File: src/rtl/wb_dcache_evict_buffer.sv
// Eviction buffer for the write-back dcache: queues dirty victim lines and
// drains them to AXI AW/W/B, with an address lookup over in-flight lines.
module wb_dcache_evict_buffer #(
    parameter int unsigned NrEntries    = 2,
    parameter int unsigned LineWidth    = 128,
    parameter int unsigned AxiDataWidth = 64,
    parameter int unsigned AxiAddrWidth = 64,
    parameter int unsigned AxiIdWidth   = 4,
    parameter int unsigned AxiId        = 1,
    parameter bit          BurstEn      = 1'b0
) (
    input  logic                        clk_i,
    input  logic                        rst_i,
    input  logic                        evict_valid_i,
    output logic                        evict_ready_o,
    input  logic [AxiAddrWidth-1:0]     evict_addr_i,
    input  logic [LineWidth-1:0]        evict_data_i,
    input  logic [AxiAddrWidth-1:0]     lookup_addr_i,
    output logic                        lookup_hit_o,
    output logic                        empty_o,
    output logic                        aw_valid_o,
    input  logic                        aw_ready_i,
    output logic [AxiAddrWidth-1:0]     aw_addr_o,
    output logic [7:0]                  aw_len_o,
    output logic [AxiIdWidth-1:0]       aw_id_o,
    output logic                        w_valid_o,
    input  logic                        w_ready_i,
    output logic [AxiDataWidth-1:0]     w_data_o,
    output logic [AxiDataWidth/8-1:0]   w_strb_o,
    output logic                        w_last_o,
    input  logic                        b_valid_i,
    output logic                        b_ready_o,
    input  logic [1:0]                  b_resp_i,
    output logic                        err_o
);

    localparam int unsigned Beats = LineWidth / AxiDataWidth;
    localparam int unsigned OffW  = $clog2(LineWidth / 8);
    localparam int unsigned PtrW  = $clog2(NrEntries);
    localparam int unsigned CntW  = $clog2(NrEntries + 1);
    localparam int unsigned BcntW = $clog2(Beats + 1);
    localparam int unsigned StrbW = AxiDataWidth / 8;
    localparam logic [AxiAddrWidth-1:0] OffMask = AxiAddrWidth'((1 << OffW) - 1);

    typedef enum logic [1:0] {
        S_IDLE,
        S_AW,
        S_W,
        S_RESP
    } state_e;

    state_e                             state_q, state_d;
    logic [PtrW-1:0]                    wr_ptr_q, wr_ptr_d;
    logic [PtrW-1:0]                    rd_ptr_q, rd_ptr_d;
    logic [CntW-1:0]                    count_q, count_d;
    logic [BcntW-1:0]                   bcnt_q, bcnt_d;
    logic                               err_q, err_d;
    logic [AxiAddrWidth-1:0]            addr_q [NrEntries];
    logic [Beats-1:0][AxiDataWidth-1:0] data_q [NrEntries];

    logic                               push, pop;
    logic                               last_beat, last_word_done;
    logic [AxiAddrWidth-1:0]            head_addr, word_off;
    logic [AxiDataWidth-1:0]            cur_word;
    logic [NrEntries-1:0]               slot_hit;
    logic                               unused_bits;

    assign unused_bits   = ^{b_resp_i[0], lookup_addr_i[OffW-1:0]};

    assign evict_ready_o = (count_q != CntW'(NrEntries));
    assign empty_o       = (count_q == '0);
    assign push          = evict_valid_i & evict_ready_o;
    assign err_o         = err_q;
    assign aw_id_o       = AxiIdWidth'(AxiId);
    assign w_strb_o      = '1;

    assign head_addr      = addr_q[rd_ptr_q];
    assign word_off       = BurstEn ? '0 : AxiAddrWidth'(bcnt_q) * AxiAddrWidth'(StrbW);
    assign last_beat      = BurstEn ? (bcnt_q == BcntW'(Beats - 1)) : 1'b1;
    // bcnt reaches Beats once every word of the head line has been written
    assign last_word_done = (bcnt_q == BcntW'(Beats));

    always_comb begin
        cur_word = '0;
        for (int unsigned b = 0; b < Beats; b++) begin
            if (bcnt_q == BcntW'(b)) cur_word = data_q[rd_ptr_q][b];
        end
    end

    for (genvar g = 0; g < NrEntries; g++) begin : g_slot
        logic [PtrW-1:0] rel;
        assign rel         = PtrW'(g) - rd_ptr_q;
        assign slot_hit[g] = (CntW'(rel) < count_q) &&
                             (addr_q[g][AxiAddrWidth-1:OffW] == lookup_addr_i[AxiAddrWidth-1:OffW]);
    end
    assign lookup_hit_o = |slot_hit;

    always_comb begin
        state_d    = state_q;
        bcnt_d     = bcnt_q;
        err_d      = 1'b0;
        pop        = 1'b0;
        aw_valid_o = 1'b0;
        aw_addr_o  = '0;
        aw_len_o   = '0;
        w_valid_o  = 1'b0;
        w_data_o   = '0;
        w_last_o   = 1'b0;
        b_ready_o  = 1'b0;
        case (state_q)
            S_IDLE: begin
                if (count_q != '0) state_d = S_AW;
            end
            S_AW: begin
                aw_valid_o = 1'b1;
                aw_addr_o  = head_addr + word_off;
                aw_len_o   = BurstEn ? 8'(Beats - 1) : 8'd0;
                if (aw_ready_i) state_d = S_W;
            end
            S_W: begin
                w_valid_o = 1'b1;
                w_data_o  = cur_word;
                w_last_o  = last_beat;
                if (w_ready_i) begin
                    bcnt_d = bcnt_q + 1'b1;
                    if (last_beat) state_d = S_RESP;
                end
            end
            S_RESP: begin
                b_ready_o = 1'b1;
                if (b_valid_i) begin
                    err_d = b_resp_i[1];
                    if (last_word_done) begin
                        pop     = 1'b1;
                        bcnt_d  = '0;
                        state_d = (count_q > CntW'(1)) ? S_AW : S_IDLE;
                    end else begin
                        state_d = S_AW;
                    end
                end
            end
            default: state_d = S_IDLE;
        endcase
    end

    always_comb begin
        wr_ptr_d = push ? wr_ptr_q + 1'b1 : wr_ptr_q;
        rd_ptr_d = pop  ? rd_ptr_q + 1'b1 : rd_ptr_q;
        count_d  = count_q;
        if (push && !pop) count_d = count_q + 1'b1;
        else if (!push && pop) count_d = count_q - 1'b1;
    end

    always_ff @(posedge clk_i or posedge rst_i) begin
        if (rst_i) begin
            state_q  <= S_IDLE;
            wr_ptr_q <= '0;
            rd_ptr_q <= '0;
            count_q  <= '0;
            bcnt_q   <= '0;
            err_q    <= 1'b0;
            for (int unsigned i = 0; i < NrEntries; i++) begin
                addr_q[i] <= '0;
                data_q[i] <= '0;
            end
        end else begin
            state_q  <= state_d;
            wr_ptr_q <= wr_ptr_d;
            rd_ptr_q <= rd_ptr_d;
            count_q  <= count_d;
            bcnt_q   <= bcnt_d;
            err_q    <= err_d;
            if (push) begin
                addr_q[wr_ptr_q] <= evict_addr_i & ~OffMask;
                data_q[wr_ptr_q] <= evict_data_i;
            end
        end
    end

endmodule

File: config.mk
export PLATFORM = sky130hd
export DESIGN_NAME = wb_dcache_evict_buffer
export DESIGN_NICKNAME = d
export VERILOG_FILES = /design/src/rtl/wb_dcache_evict_buffer.sv
export SDC_FILE = /design/constraint.sdc
export NUM_CORES = 1
export LEC_CHECK = 0
export ABC_AREA = 0
export CORE_ASPECT_RATIO = 0.5
export CORE_UTILIZATION = 70
export CTS_BUF_LIST = sky130_fd_sc_hd__clkbuf_4
export CTS_CLUSTER_DIAMETER = 100
export DETAILED_ROUTE_END_ITERATION = 12
export DONT_BUFFER_PORTS = 1
export GPL_ROUTABILITY_DRIVEN = 0
export PLACE_DENSITY_LB_ADDON = 0.05
export SYNTH_ARGS = -nofsm -noshare
export SYNTH_HDL_FRONTEND = slang
export SYNTH_SLANG_ARGS = --single-unit
File: constraint.sdc
create_clock -name clk_i -period 33.4 [get_ports clk_i]
set_clock_uncertainty 0.15 [all_clocks]
set_input_delay 6.68 -clock clk_i [delete_from_list [all_inputs] [get_ports clk_i]]
set_output_delay 6.68 -clock clk_i [all_outputs]
set_load 0.03 [all_outputs]
Word-level counts from Yosys, hierarchy flattened
Cells that the tools add are included.
{"block": "classes", "addsub": 8, "n_reduce_logical": 16, "n_mux": 37, "magnitude_cmp": 6, "eq_ne": 13, "bitwise_logic": 3}
{"operator": "two-way mux 128 bit", "count": 4}
{"operator": "two-way mux 64 bit", "count": 8}
{"operator": "bitwise mux 256 bit", "count": 1}
{"operator": "bitwise mux 128 bit", "count": 1}
{"operator": "demux 128 bit (select 1 bit)", "count": 1}
{"operator": "equality test 60 bit", "count": 2}
{"operator": "adder 64 x 5 -> 64 bit", "count": 1}
{"operator": "demux 64 bit (select 1 bit)", "count": 1}
{"operator": "two-way mux 2 bit", "count": 9}
{"operator": "inequality test 2 bit, second input constant", "count": 6}
{"operator": "two-way mux 1 bit", "count": 10}
{"operator": "one-hot mux 2 bit (4 select lines)", "count": 1}
{"operator": "AND reduction 4 bit", "count": 2}
{"operator": "equality test 2 bit, second input constant", "count": 3}
{"operator": "zero test 2 bit", "count": 3}
{"operator": "nonzero test 2 bit", "count": 3}
{"operator": "logical AND 1 bit", "count": 5}
{"operator": "adder 2 x 1 -> 2 bit, second input constant", "count": 2}
{"operator": "equality test 2 x 1 -> 1 bit, second input constant", "count": 2}
{"operator": ">= comparator 2 bit, second input constant", "count": 2}
{"operator": "less-than comparator 1 x 2 -> 1 bit", "count": 2}
{"operator": "NOT 1 -> 2 bit", "count": 2}
{"operator": "one-hot mux 2 bit (2 select lines)", "count": 1}
{"operator": "adder 1 bit, second input constant", "count": 2}
{"operator": "7 further kinds", "count": 9}
{"block": "totals", "register_bits": 393, "word_cells": 95, "input_bits": 264, "output_inout_bits": 156}

Logic depth before layout (Yosys ltp)
{"block": "depth", "depth_word": 7, "mapped_depth": 14, "depth_no_buf": 7}

Worst setup path before layout
No wires, ideal clock.
{"block": "synth_path", "kind": "input-to-output", "from": "in lookup_addr_i[51]", "to": "out lookup_hit_o", "cell_stages": 5, "arrival_ns": 7.815, "required_time_ns": 26.570, "path_slack_ns": 18.755, "path_buffers": 0, "path_cell_list": "xor2_1 nor4_1 and4_1 nand4_1 o22ai_1"}
{"block": "synth_via", "elab_chain_len": 3, "word_cells_on_any_way": 5, "cone_classes": "2 x eq/ne; 3 x reduce/logical"}
{"element": "start, declared", "line_no": "18", "source": "input logic [AxiAddrWidth-1:0] lookup_addr_i,"}
{"element": "equality test 60 bit", "line_no": "94", "source": "(addr_q[g][AxiAddrWidth-1:OffW] == lookup_addr_i[AxiAddrWidth-1:OffW]);"}
{"element": "logical AND 1 bit", "line_no": "93", "source": "assign slot_hit[g] = (CntW'(rel) < count_q) &&"}
{"element": "OR reduction 2 bit (*)", "line_no": "96", "source": "assign lookup_hit_o = |slot_hit;"}
{"element": "end, declared", "line_no": "19", "source": "output logic lookup_hit_o,"}
Every way passes the cells marked *; elsewhere a longest branch is shown, timed or not.

Worst setup path in the final report
{"block": "layout_path", "from": "in lookup_addr_i[48]", "to": "out lookup_hit_o"}
The elaborated chain is that of the path after synthesis.

==> results.sh <==
export IMPL_total_power_w=0.002568
export IMPL_timing_rr_start="count_q[0]$_DFFE_PP0P_"
export IMPL_design_area_um2=22960
export IMPL_crit_type="in -> out"
export IMPL_hpwl_mm=42.92
export IMPL_vias_per_cell=6.738
export IMPL_vias=16080
export IMPL_antenna_found_initial=1
export IMPL_drt_initial_drc_count=1684
export IMPL_die_w_um=250.9
export IMPL_worstSetupEndpointType="primary output"
export IMPL_seq_area_frac_synth_pct=44.44
export IMPL_io_buffers=0
export IMPL_cts_sinks=385
export IMPL_synthFlopType="dfrtp_1"
export IMPL_synthCells=1933
export IMPL_postCtsSetupBuffers=0
export IMPL_syn_area_per_cell_um2=11.22
export IMPL_worstPathArrival_ns=8.55
export IMPL_status="complete, no violations"
export IMPL_p_leak_nw=9.353
export IMPL_drt_pass1_iterations=8
export IMPL_cts_tree="yes"
export IMPL_wirelength_mm=61.06
export IMPL_hold_viol=0
export IMPL_cp_max_fo=2
export IMPL_htree_levels=3
export IMPL_cts_resized_gates=0
export IMPL_dpl_instance_area_um2=21860
export IMPL_crit_start="lookup_addr_i[48]"
export IMPL_nNetsFinal=2200
export IMPL_ys_warn_count=0
export IMPL_setup_tns_ns=0
export IMPL_grt_max_degree=200
export IMPL_cts_root_buf="clkbuf_4"
export IMPL_met2_usage_pct=61.76
export IMPL_drc=0
export IMPL_cts_made_buffers=86
export IMPL_relSlewSlack_pct=17.86
export IMPL_worstSetupStartpointType="input pin"
export IMPL_cap_viol_max_count=0
export IMPL_drive_gt1_share_pct=32.68
export IMPL_grt_overflow_total=0
export IMPL_area_growth_pct=5.904
export IMPL_synth_cell_types=58
export IMPL_grt_pass1_wl_mm=95.08
export IMPL_avgRoutedWirePerCell_um=25.59
export IMPL_power_density_nw_per_um2=111.8
export IMPL_clkTransAtPathRegs_ns=0.06
export IMPL_clock_path_buffers=3
export IMPL_clock_latency_ns=0.78
export IMPL_rsz0062_at_grt="no"
export IMPL_holdCritPathClass="reg -> reg"
export IMPL_start_util_pct=71.31
export IMPL_final_core_util_pct=75.52
export IMPL_max_slew_worst_pin_slew_ns=1.229
export IMPL_finalCritPeriodShare_pct=46.04
export IMPL_slew_viol_final=0
export IMPL_gr_usage_met3_pct=14.08
export IMPL_synth_edf_count=0
export IMPL_setup_violations_final=0
export IMPL_die_area_um2=31720
export IMPL_min_delay_start="data_q[104]$_DFFE_PP0P_"
export IMPL_hold_ws_ns=0.3539
export IMPL_async_flop_share_pct=100.0
export IMPL_die_h_um=126.4
export IMPL_grt_usage_pct=39.03
export IMPL_io_pins=420
export IMPL_syn_cell_area_um2=21680
export IMPL_fin_crit_ns=15.38
export IMPL_timing_fmax_mhz=65.03
export IMPL_gr_max_usage_layer="met2"
export IMPL_core_area_um2=30400
export IMPL_antenna_left=0
export IMPL_cts_hold_buf=0
export IMPL_critPathRequiredTime_ns=26.57
export IMPL_core_rowCount=45
export IMPL_grtUsageMet1_pct=45.61
export IMPL_synth_seq_cells=385
export IMPL_peakVddDrop_uv=79.29
export IMPL_grt_pass1_vias=16560
## worst paths after layout
check / end / slack [ns] / cells after the start
min in group asynchronous: bcnt_q[1]$_DFFE_PP0P_ / 5.80 / 1
min reg2reg: data_q[104]$_DFFE_PP0P_ / 0.35 / 1
max: lookup_hit_o / 18.02 / 5
max in group asynchronous: addr_q[57]$_DFFE_PP0P_ / 25.54 / 2
max reg2reg: data_q[232]$_DFFE_PP0P_ / 29.06 / 7
min: data_q[104]$_DFFE_PP0P_ / 0.35 / 1
## power by group
part           leakage, nW  internal, W  switching, W  total, W
clock network        0.658     0.000184      0.000193  0.000377
registers             4.53     0.000707      0.000237  0.000944
logic                 4.16     0.000551      0.000696   0.00125
total                 9.35      0.00144       0.00113   0.00257
## synth_stat cells, drive strengths merged (3+ instances only)
master,n,area share [%]
a211oi,3,0.10
a21oi,84,2.0
a222oi,4,0.18
a22oi,19,0.66
and2,5,0.14
and3,5,0.14
and4,4,0.16
buf,71,1.9
clkbuf,66,1.1
dfrtp,385,44
ha,13,0.75
inv,19,0.33
mux2,457,24
mux2i,120,5.5
nand2,75,1.3
nand2b,9,0.26
nand3,63,1.5
nand3b,30,1.2
nand4,56,1.6
nand4b,11,0.44
nor2,156,2.7
nor2b,6,0.17
nor3,23,0.53
nor3b,3,0.10
nor4,29,0.84
o21a,7,0.24
o21ai,17,0.39
o22ai,5,0.14
o31ai,10,0.35
o41ai,9,0.36
or2,8,0.23
or4,3,0.10
xnor2,90,3.6
xor2,46,1.9
## state kept, by name, summed over array words and instances, names as in the netlist
register and flops:
wr_ptr_q 1, err_o 1, count_q 2, state_q 2, bcnt_q 2, data_q 256, rd_ptr_q 1, addr_q 120
## worst max-delay path, stage by stage
cell	delay, ns
xnor2_1	0.51
nand3_1	0.17
nor4_1	0.33
nand4_1	0.13
o22ai_1	0.72
## routing by layer
| layer | share of wire, % | wire [µm] |
|---|---|---|
| met4 | 7.2 | 4419 |
| met5 | 0 | 0 |
| met2 | 46 | 28360 |
| met3 | 11 | 6521 |
| met1 | 36 | 21770 |
## through the flow
stage	std cells	worst slack, ns
finish	2386	18.02
global route	2386	18.01
CTS	2385	18.26
detailed placement	2234	18.27
global placement	2234	18.28
floorplan	1954	15.87
## logic make-up after synthesis
| kind of cell | Yosys count | share of synthesized area, % |
|---|---|---|
| AOI/OAI and AO/OA | 174 | 5.050 |
| xor gates and xnor gates | 136 | 5.494 |
| adders and majority gates | 13 | 0.7502 |
| buffers and inverters | 156 | 3.364 |
| DFF | 385 | 44.44 |
| muxes | 577 | 29.28 |
| other | 2 | 0.03464 |
| and+or+nand+nor | 490 | 11.59 |
## cells in the final DEF (no fill, tap or decap), types with 3 or more instances in the layout
| cell type | count |
|---|---|
| conb_1 | 23 |
| nor2b_1 | 5 |
| o31ai_1 | 10 |
| inv_1 | 17 |
| mux2_2 | 457 |
| xnor2_1 | 90 |
| a22oi_1 | 19 |
| or2_2 | 8 |
| nand2b_1 | 8 |
| nand3b_1 | 28 |
| nand3_1 | 61 |
| nor2_1 | 156 |
| clkbuf_4 | 134 |
| nor4_1 | 29 |
| nor3_1 | 23 |
| clkinv_1 | 9 |
| or4_1 | 3 |
| mux2i_1 | 120 |
| and2_1 | 5 |
| a21oi_1 | 83 |
| and4_1 | 4 |
| o22ai_1 | 5 |
| buf_4 | 17 |
| a222oi_1 | 4 |
| o21ai_0 | 17 |
| o41ai_2 | 9 |
| o21a_1 | 7 |
| nand4_1 | 55 |
| a211oi_1 | 3 |
| nand4b_1 | 11 |
| and3_1 | 5 |
| xor2_1 | 46 |
| nor3b_1 | 3 |
| dfrtp_1 | 384 |
| ha_1 | 11 |
| nand2_1 | 74 |
## layout make-up
type	count	area, µm²
Multi-Input combinational cell	1413	11490
Sequential cell	385	9638
Fill cell	2045	7443
Clock buffer	134	1006
Tap cell	399	499.2
Timing Repair Buffer	18	147.6
Clock inverter	17	96.34
Inverter	19	78.83
Antenna cell	1	2.502
Note: power is estimated with default switching activity, not from simulation.
